==> config.mk <==
export PLATFORM = sky130hd
export DESIGN_NAME = uart_frame_rx
export DESIGN_NICKNAME = d
export VERILOG_FILES = /design/src/rtl/uart_frame_pkg.sv /design/src/rtl/crc16_modbus.sv /design/src/rtl/uart_rx.sv /design/src/rtl/uart_frame_rx.sv
export SDC_FILE = /design/constraint.sdc
export NUM_CORES = 1
export LEC_CHECK = 0
export CORE_MARGIN = 10
export CORE_UTILIZATION = 30
export CTS_CLUSTER_DIAMETER = 50
export DETAILED_ROUTE_END_ITERATION = 12
export MAX_ROUTING_LAYER = met4
export PLACE_DENSITY = 0.59
export SKIP_CTS_REPAIR_TIMING = 1
export SYNTH_ARGS = -nofsm -noshare
export SYNTH_HDL_FRONTEND = slang
export SYNTH_SLANG_ARGS = --single-unit
==> constraint.sdc <==
create_clock -name clk_i -period 1.8 [get_ports clk_i]
set_input_delay 0.36 -clock clk_i [delete_from_list [all_inputs] [get_ports clk_i]]
set_output_delay 0.36 -clock clk_i [all_outputs]
set_load 0.01 [all_outputs]
==> src/rtl/uart_frame_pkg.sv <==
// Shared state encoding, CRC constants and saturating arithmetic for the
// framed UART receiver and its CRC engine.
package uart_frame_pkg;

   typedef enum logic [2:0] {
      ST_IDLE    = 3'd0,
      ST_PAYLOAD = 3'd1,
      ST_CRC_LO  = 3'd2,
      ST_CRC_HI  = 3'd3,
      ST_CHECK   = 3'd4
   } state_t;

   localparam logic [15:0] CRC16_POLY = 16'hA001;
   localparam logic [15:0] CRC16_INIT = 16'hFFFF;

   function automatic logic [15:0] sat_inc16(input logic [15:0] v);
      logic [15:0] r;
      if (v == 16'hFFFF) begin
         r = v;
      end else begin
         r = v + 16'd1;
      end
      return r;
   endfunction

endpackage

==> src/rtl/crc16_modbus.sv <==
// Byte-serial CRC-16/MODBUS engine (reflected polynomial), one byte per clock.
module crc16_modbus
   import uart_frame_pkg::*;
(
   input  logic        clk_i,
   input  logic        rst_ni,
   input  logic        clr,
   input  logic        ena,
   input  logic [7:0]  din,
   output logic [15:0] crc
);

   function automatic logic [15:0] crc_byte(input logic [15:0] c, input logic [7:0] d);
      logic [15:0] r;
      r = c ^ {8'h00, d};
      for (int i = 0; i < 8; i++) begin
         if (r[0]) begin
            r = (r >> 1) ^ CRC16_POLY;
         end else begin
            r = r >> 1;
         end
      end
      return r;
   endfunction

   // CRC register: preset on clr, advance one byte on ena
   always_ff @(posedge clk_i or negedge rst_ni) begin
      if (!rst_ni) begin
         crc <= CRC16_INIT;
      end else if (clr) begin
         crc <= CRC16_INIT;
      end else if (ena) begin
         crc <= crc_byte(crc, din);
      end else begin
         crc <= crc;
      end
   end

endmodule

==> src/rtl/uart_rx.sv <==
// 8N1 byte receiver: two-flop input synchroniser, mid-bit sampling on a 16x
// clock enable, one-cycle new_rx_data strobe per byte with a valid stop bit.
module uart_rx (
   input  logic       clock,
   input  logic       reset,
   input  logic       ce_16,
   input  logic       ser_in,
   output logic [7:0] rx_data,
   output logic       new_rx_data
);

   logic [1:0] sync_r;
   logic       busy_r;
   logic [3:0] tick_r;
   logic [3:0] bit_r;
   logic [7:0] shift_r;
   logic       rx_s;

   assign rx_s = sync_r[1];

   // Metastability guard on the serial line
   always_ff @(posedge clock or posedge reset) begin
      if (reset) begin
         sync_r <= 2'b11;
      end else begin
         sync_r <= {sync_r[0], ser_in};
      end
   end

   // Bit timing: tick 7 of each 16-tick cell is the bit centre
   always_ff @(posedge clock or posedge reset) begin
      if (reset) begin
         busy_r      <= 1'b0;
         tick_r      <= 4'd0;
         bit_r       <= 4'd0;
         shift_r     <= 8'h00;
         rx_data     <= 8'h00;
         new_rx_data <= 1'b0;
      end else begin
         new_rx_data <= 1'b0;
         if (ce_16) begin
            if (!busy_r) begin
               if (!rx_s) begin
                  busy_r <= 1'b1;
                  tick_r <= 4'd0;
                  bit_r  <= 4'd0;
               end
            end else begin
               tick_r <= tick_r + 4'd1;
               if (tick_r == 4'd7) begin
                  bit_r <= bit_r + 4'd1;
                  if (bit_r == 4'd0) begin
                     if (rx_s) begin
                        busy_r <= 1'b0;
                     end
                  end else if (bit_r < 4'd9) begin
                     shift_r <= {rx_s, shift_r[7:1]};
                  end else begin
                     busy_r <= 1'b0;
                     if (rx_s) begin
                        rx_data     <= shift_r;
                        new_rx_data <= 1'b1;
                     end
                  end
               end
            end
         end
      end
   end

endmodule

==> src/rtl/uart_frame_rx.sv <==
// Framed UART receiver: sync byte, fixed-length payload, CRC-16 trailer,
// inter-byte gap abort, link-loss fallback and saturating statistics.
module uart_frame_rx
   import uart_frame_pkg::*;
#(
   parameter int unsigned        BYTES       = 4,
   parameter logic [7:0]         SYNC_BYTE   = 8'hA5,
   parameter int unsigned        GAP_TICKS   = 255,
   parameter int unsigned        LINK_TICKS  = 15000,
   parameter logic [BYTES*8-1:0] DEFAULT_OUT = {(BYTES*8){1'b0}}
)(
   input  logic               clk_i,
   input  logic               rst_ni,
   input  logic               baud_clock,
   input  logic               rx_i,
   output logic [BYTES*8-1:0] data_o,
   output logic               valid_o,
   output logic               no_comm_o,
   output logic [15:0]        frame_cnt_o,
   output logic [15:0]        crc_err_cnt_o,
   output logic [15:0]        gap_err_cnt_o
);

   localparam int unsigned      WIDTH    = BYTES * 8;
   localparam int unsigned      IDX_W    = (BYTES > 1) ? $clog2(BYTES) : 1;
   localparam int unsigned      GAP_W    = ($clog2(GAP_TICKS + 1) > 8) ? $clog2(GAP_TICKS + 1) : 8;
   localparam logic [IDX_W-1:0] IDX_LAST = IDX_W'(BYTES - 1);
   localparam logic [GAP_W-1:0] GAP_LAST = GAP_W'(GAP_TICKS - 1);
   localparam logic [15:0]      LINK_MAX = 16'(LINK_TICKS);

   state_t             state_r, state_nxt_s;
   logic [7:0]         rx_byte_s;
   logic               rx_strobe_s;
   logic [15:0]        crc_s;
   logic               crc_clr_s, crc_ena_s, store_s;
   logic               good_s, bad_s, gap_abort_s, gap_hit_s, in_frame_s;
   logic [IDX_W-1:0]   idx_r;
   logic [GAP_W-1:0]   gap_r;
   logic [15:0]        link_r;
   logic [WIDTH-1:0]   data_r;

   uart_rx u_uart_rx (
      .clock       (clk_i),
      .reset       (~rst_ni),
      .ce_16       (baud_clock),
      .ser_in      (rx_i),
      .rx_data     (rx_byte_s),
      .new_rx_data (rx_strobe_s)
   );

   crc16_modbus u_crc (
      .clk_i  (clk_i),
      .rst_ni (rst_ni),
      .clr    (crc_clr_s),
      .ena    (crc_ena_s),
      .din    (rx_byte_s),
      .crc    (crc_s)
   );

   assign in_frame_s = (state_r == ST_PAYLOAD) || (state_r == ST_CRC_LO) || (state_r == ST_CRC_HI);
   assign gap_hit_s  = baud_clock && (gap_r == GAP_LAST);

   // Frame state register
   always_ff @(posedge clk_i or negedge rst_ni) begin
      if (!rst_ni) begin
         state_r <= ST_IDLE;
      end else begin
         state_r <= state_nxt_s;
      end
   end

   // Next state; a byte strobe always wins over a gap abort in the same cycle
   always_comb begin
      state_nxt_s = state_r;
      crc_clr_s   = 1'b0;
      crc_ena_s   = 1'b0;
      store_s     = 1'b0;
      good_s      = 1'b0;
      bad_s       = 1'b0;
      gap_abort_s = 1'b0;
      case (state_r)
         ST_IDLE: begin
            if (rx_strobe_s && (rx_byte_s == SYNC_BYTE)) begin
               state_nxt_s = ST_PAYLOAD;
               crc_clr_s   = 1'b1;
            end else begin
               state_nxt_s = ST_IDLE;
            end
         end
         ST_PAYLOAD, ST_CRC_LO, ST_CRC_HI: begin
            if (rx_strobe_s) begin
               crc_ena_s = 1'b1;
               if (state_r == ST_PAYLOAD) begin
                  store_s     = 1'b1;
                  state_nxt_s = (idx_r == IDX_LAST) ? ST_CRC_LO : ST_PAYLOAD;
               end else if (state_r == ST_CRC_LO) begin
                  state_nxt_s = ST_CRC_HI;
               end else begin
                  state_nxt_s = ST_CHECK;
               end
            end else if (gap_hit_s) begin
               state_nxt_s = ST_IDLE;
               gap_abort_s = 1'b1;
            end else begin
               state_nxt_s = state_r;
            end
         end
         ST_CHECK: begin
            state_nxt_s = ST_IDLE;
            if (crc_s == 16'h0000) begin
               good_s = 1'b1;
            end else begin
               bad_s = 1'b1;
            end
         end
         default: begin
            state_nxt_s = ST_IDLE;
         end
      endcase
   end

   // Payload assembly and inter-byte gap timer
   always_ff @(posedge clk_i or negedge rst_ni) begin
      if (!rst_ni) begin
         idx_r  <= {IDX_W{1'b0}};
         data_r <= {WIDTH{1'b0}};
         gap_r  <= {GAP_W{1'b0}};
      end else begin
         if (crc_clr_s) begin
            idx_r <= {IDX_W{1'b0}};
         end else if (store_s) begin
            idx_r                 <= idx_r + IDX_W'(1);
            data_r[idx_r*8 +: 8]  <= rx_byte_s;
         end
         if (!in_frame_s || rx_strobe_s) begin
            gap_r <= {GAP_W{1'b0}};
         end else if (baud_clock) begin
            gap_r <= gap_r + GAP_W'(1);
         end
      end
   end

   // Outputs and link supervision; a good frame beats the saturating tick
   always_ff @(posedge clk_i or negedge rst_ni) begin
      if (!rst_ni) begin
         data_o        <= DEFAULT_OUT;
         valid_o       <= 1'b0;
         no_comm_o     <= 1'b1;
         link_r        <= 16'd0;
         frame_cnt_o   <= 16'd0;
         crc_err_cnt_o <= 16'd0;
         gap_err_cnt_o <= 16'd0;
      end else begin
         valid_o <= good_s;
         if (good_s) begin
            data_o      <= data_r;
            no_comm_o   <= 1'b0;
            link_r      <= 16'd0;
            frame_cnt_o <= sat_inc16(frame_cnt_o);
         end else if (baud_clock && (link_r != LINK_MAX)) begin
            link_r <= link_r + 16'd1;
            if (link_r == LINK_MAX - 16'd1) begin
               data_o    <= DEFAULT_OUT;
               no_comm_o <= 1'b1;
            end
         end
         if (bad_s) begin
            crc_err_cnt_o <= sat_inc16(crc_err_cnt_o);
         end
         if (gap_abort_s) begin
            gap_err_cnt_o <= sat_inc16(gap_err_cnt_o);
         end
      end
   end

endmodule

==> out/results.tsv <==
stage	metric	value	unit
run_status	status	finished, violations left	
run_status	failing checks	negative setup slack	
logic_synthesis	Yosys reg bits	187	
logic_synthesis	ys flop type	dfrtp_1	
routing	Vias	6312	
final_layout	proportion of layout cells with a drive suffix above 1	0.298	
critical_path	CP most frequent cell	nor2_4	
place	port buffer count	85	
final_layout	Syn-to-layout area delta	44.1	%
logic_synthesis	Post-Syn Nets	784	
routing	total routed wirelength	20300	um
place	gpl congestion	0.794	
place	placed cell area	10800	um^2
power	Logic pwr share	0.095	
hold_path	min-delay worst type	input pin to flop	
clock_network	clk slew on worst S/H paths	80	ps
logic_synthesis	cells after synthesis	764	
logic_synthesis	count leader, synth	dfrtp_1	
logic_synthesis	Synth top area share	0.500	
final_layout	Antenna diodes	0	
die	Die H	187	um
power	Clk pwr share	0.413	
power	Leak Pwr	0.00602	uW
clock_network	root buf cell	clkbuf_16	
sta	clk_skew	16.7	ps
critical_path	Worst setup EP type	flop	
grt	GRT met3 Usage	0.0231	
sta	Setup Viol. Count Final	53	
power	Pint	6820	uW
logic_synthesis	syn_area_per_cell	11.0	um^2
routing	DRC Markers	0	
grt	GR Layer Usage met1	0.146	
die	Die Span X	187	um
grt	first-pass GRT wire length	33100	um
die	Rows	61	
clock_network	Clock Latency Late Sink	440	ps
routing	Post-DRT Antenna Nets	0	
die	Initial Utilization	0.304	
sta	final hold slack	353	ps
routing	DR iter-0 viols	261	
die	Core ar.	27700	um^2
critical_path	WS Path Type	flop to flop	
power	Sequential Power Share	0.492	
critical_path	Req. time, crit path	2130	ps
grt	initial antenna violation count	0	
job	max cap viols	0	
sta	Fin. Hold Viols	0	
clock_network	CTS Buffer Depth	2	
power	Psw	2630	uW
grt	GRT met2 Usage	0.184	
grt	Overflow after GRT	0	
power	Max IR drop VDD	0.523	mV
power	Net Sw Frac	0.279	
sta	f_max	523	MHz
critical_path	Worst R2R Path Depth	8	
logic_synthesis	synth cell count leaders	dfrtp_1 (168), nand2_1 (104), nor2_1 (59)	
logic_synthesis	Post-synth ARST share	1.00	
die	Top Ports	86	
routing	DRT Pass-1 Iters	4	
sta	minimum clock period	1910	ps
clock_network	number of H-tree levels	4	
routing	drt wl/cell	14.6	um
sta	final setup margin	-113	ps
critical_path	startpoint types	flop	
logic_synthesis	Synth cell types	59	
clock_network	Num CTS Buffers	17	
hold_path	hold path cells	1	
logic_synthesis	synth top area cells	dfrtp_1 (50%), dfstp_2 (5.9%), nand2_1 (4.6%), xnor2_1 (4.0%), xor2_1 (4.0%)	
critical_path	Max stage delay cell, worst path	dfstp_2	
clock_network	clk sinks	187	
sta	RSZ-0062 raised after global routing	true	
critical_path	crit path max fanout	8	
logic_synthesis	Mapped Area	8410	um^2
power	pwr/cell area	780	nW/um^2
grt	Total Routing Usage GR	0.116	
grt	vias in the first global route	6430	
critical_path	WP data arrival	2240	ps
logic_synthesis	Yosys warning count	0	
grt	Top Usage Layer GRT	met2	
sta	Slew HR	0.656	
critical_path	crit path cell chain	nor4_4 > nand4_2 > buf_6 > nor2_4 > buf_12 > nor2_4 > clkbuf_16 > a22o_1	
grt	largest net degree at the start of global routing	51	
final_layout	fin nets	1026	
routing	DR vias/cell	4.52	
logic_synthesis	cell taking the most area after synthesis	dfrtp_1	
sta	fin. max-slew vios	0	
logic_synthesis	Post-synth EDFFs	0	
clock_network	CTS tree	built	
die	Die Footprint	35100	um^2
sta	Tcrit/Tclk final	1.06	
place	hpwl dp	14200	um
logic_synthesis	sequential-to-total area share from yosys stat	0.559	
sta	Least-Margin Pin Slew	512	ps
critical_path	crit-path max cell delay	400	ps
final_layout	Design Area, Final	12100	um^2
-- cells by family (layout without fill, tap and decap cells) --
logic type,after synthesis,after routing,share of synthesized area
muxes,26,26,0.0343
AOI/OAI and AO/OA,116,116,0.0932
buffers and inverters,42,297,0.0227
xor gates and xnor gates,81,81,0.0904
adders and majority gates,16,16,0.0238
DFF,187,187,0.559
and+or+nand+nor,296,296,0.177
-- path summary, 6_finish.rpt --
kind | slack (ps) | start | endpoint
hold / removal | 350 | rx_i | u_uart_rx.sync_r[0]
max in group asynchronous | 700 | rst_ni | u_crc.crc[2]
setup reg to reg | -110 | u_crc.crc[8] | data_o[28]
min in group asynchronous | 460 | rst_ni | gap_r[5]
hold reg to reg | 360 | u_uart_rx.sync_r[0] | u_uart_rx.sync_r[1]
setup / recovery | -110 | u_crc.crc[8] | data_o[28]
-- flip-flops by register name (all words and copies together) (netlist names) --
| name | count |
|---|---|
| crc_err_cnt_o | 16 |
| data_o | 32 |
| data_r | 32 |
| frame_cnt_o | 16 |
| gap_err_cnt_o | 16 |
| gap_r | 8 |
| idx_r | 2 |
| link_r | 16 |
| no_comm_o | 1 |
| state_r | 3 |
| u_crc.crc | 16 |
| u_uart_rx.bit_r | 4 |
| u_uart_rx.busy_r | 1 |
| u_uart_rx.new_rx_data | 1 |
| u_uart_rx.rx_data | 8 |
| u_uart_rx.shift_r | 8 |
| u_uart_rx.sync_r | 2 |
| u_uart_rx.tick_r | 4 |
| valid_o | 1 |
-- worst max-delay path, delay by kind of cell (launching register included) --
kind                   cells  cell delay (ps)
and+or+nand+nor            4              740
DFF                        1              400
buffers and inverters      3              480
AOI/OAI and AO/OA          1              180
-- placed cells by master, fill, tap and decap left out, types with 5 or more instances in the layout --
cell type,synthesis,final
nor2_1,59,51
clkdlybuf4s50_1,0,48
buf_4,0,138
buf_6,3,11
a22o_1,34,34
nand3_1,27,23
nor3b_1,6,5
dlymetal6s2s_1,0,36
and2_1,6,5
nor2_2,0,6
nor2b_1,7,7
inv_1,18,18
xnor2_1,38,33
dfrtp_1,168,160
buf_12,0,8
o22a_1,7,7
and3_1,16,15
dfstp_2,19,19
nand2b_1,7,6
nor4_4,0,5
nor3_1,12,5
ha_1,16,15
mux2_2,21,20
nand4_1,19,19
nand2_1,104,103
clkbuf_16,0,20
a21oi_1,16,14
nor3_2,1,6
o21ai_0,45,45
xnor2_2,3,6
xor2_1,38,37
clkinv_8,0,7
dfrtp_2,0,8
-- area by class of cell --
type,instances,area (um^2)
clock buffers,17,425
clock inverters,15,211
fillers,2571,15600
inverters,18,67.6
multi-input cells,535,3870
flip-flops and latches,187,4710
well taps,378,473
repair buffers,247,2360
-- metrics by stage --
step	power, uW	TNS (ps)	cells	worst slack, ps	utilization
after floorplan	5200	-86.4	764	-35.9	-
after global placement	5560	-18870	1339	-403	0.390
after CTS	9570	-3550	1371	-160	0.413
after global routing	9940	-10050	1397	-193	0.438
final	9450	-3480	1397	-113	0.438
after detailed placement	5600	-19850	1339	-416	0.390
-- metal layers --
layer | vias up | share of wire | wire, um
met3 | 17 | 0.031 | 632
met4 | 0 | 0.016 | 329
li1 | 3155 | - | -
met1 | 3062 | 0.47 | 9480
met5 | - | 0 | 0
met2 | 78 | 0.49 | 9890
-- power by group through the flow --
stage	registers, uW	clock network [uW]	logic [uW]
finish	4650	3910	898
global route	4690	4200	1040
CTS	4650	4040	880
detailed placement	4730	0	874
global placement	4720	0	846
floorplan	4690	0	508
(Power assumes the default switching activity.)
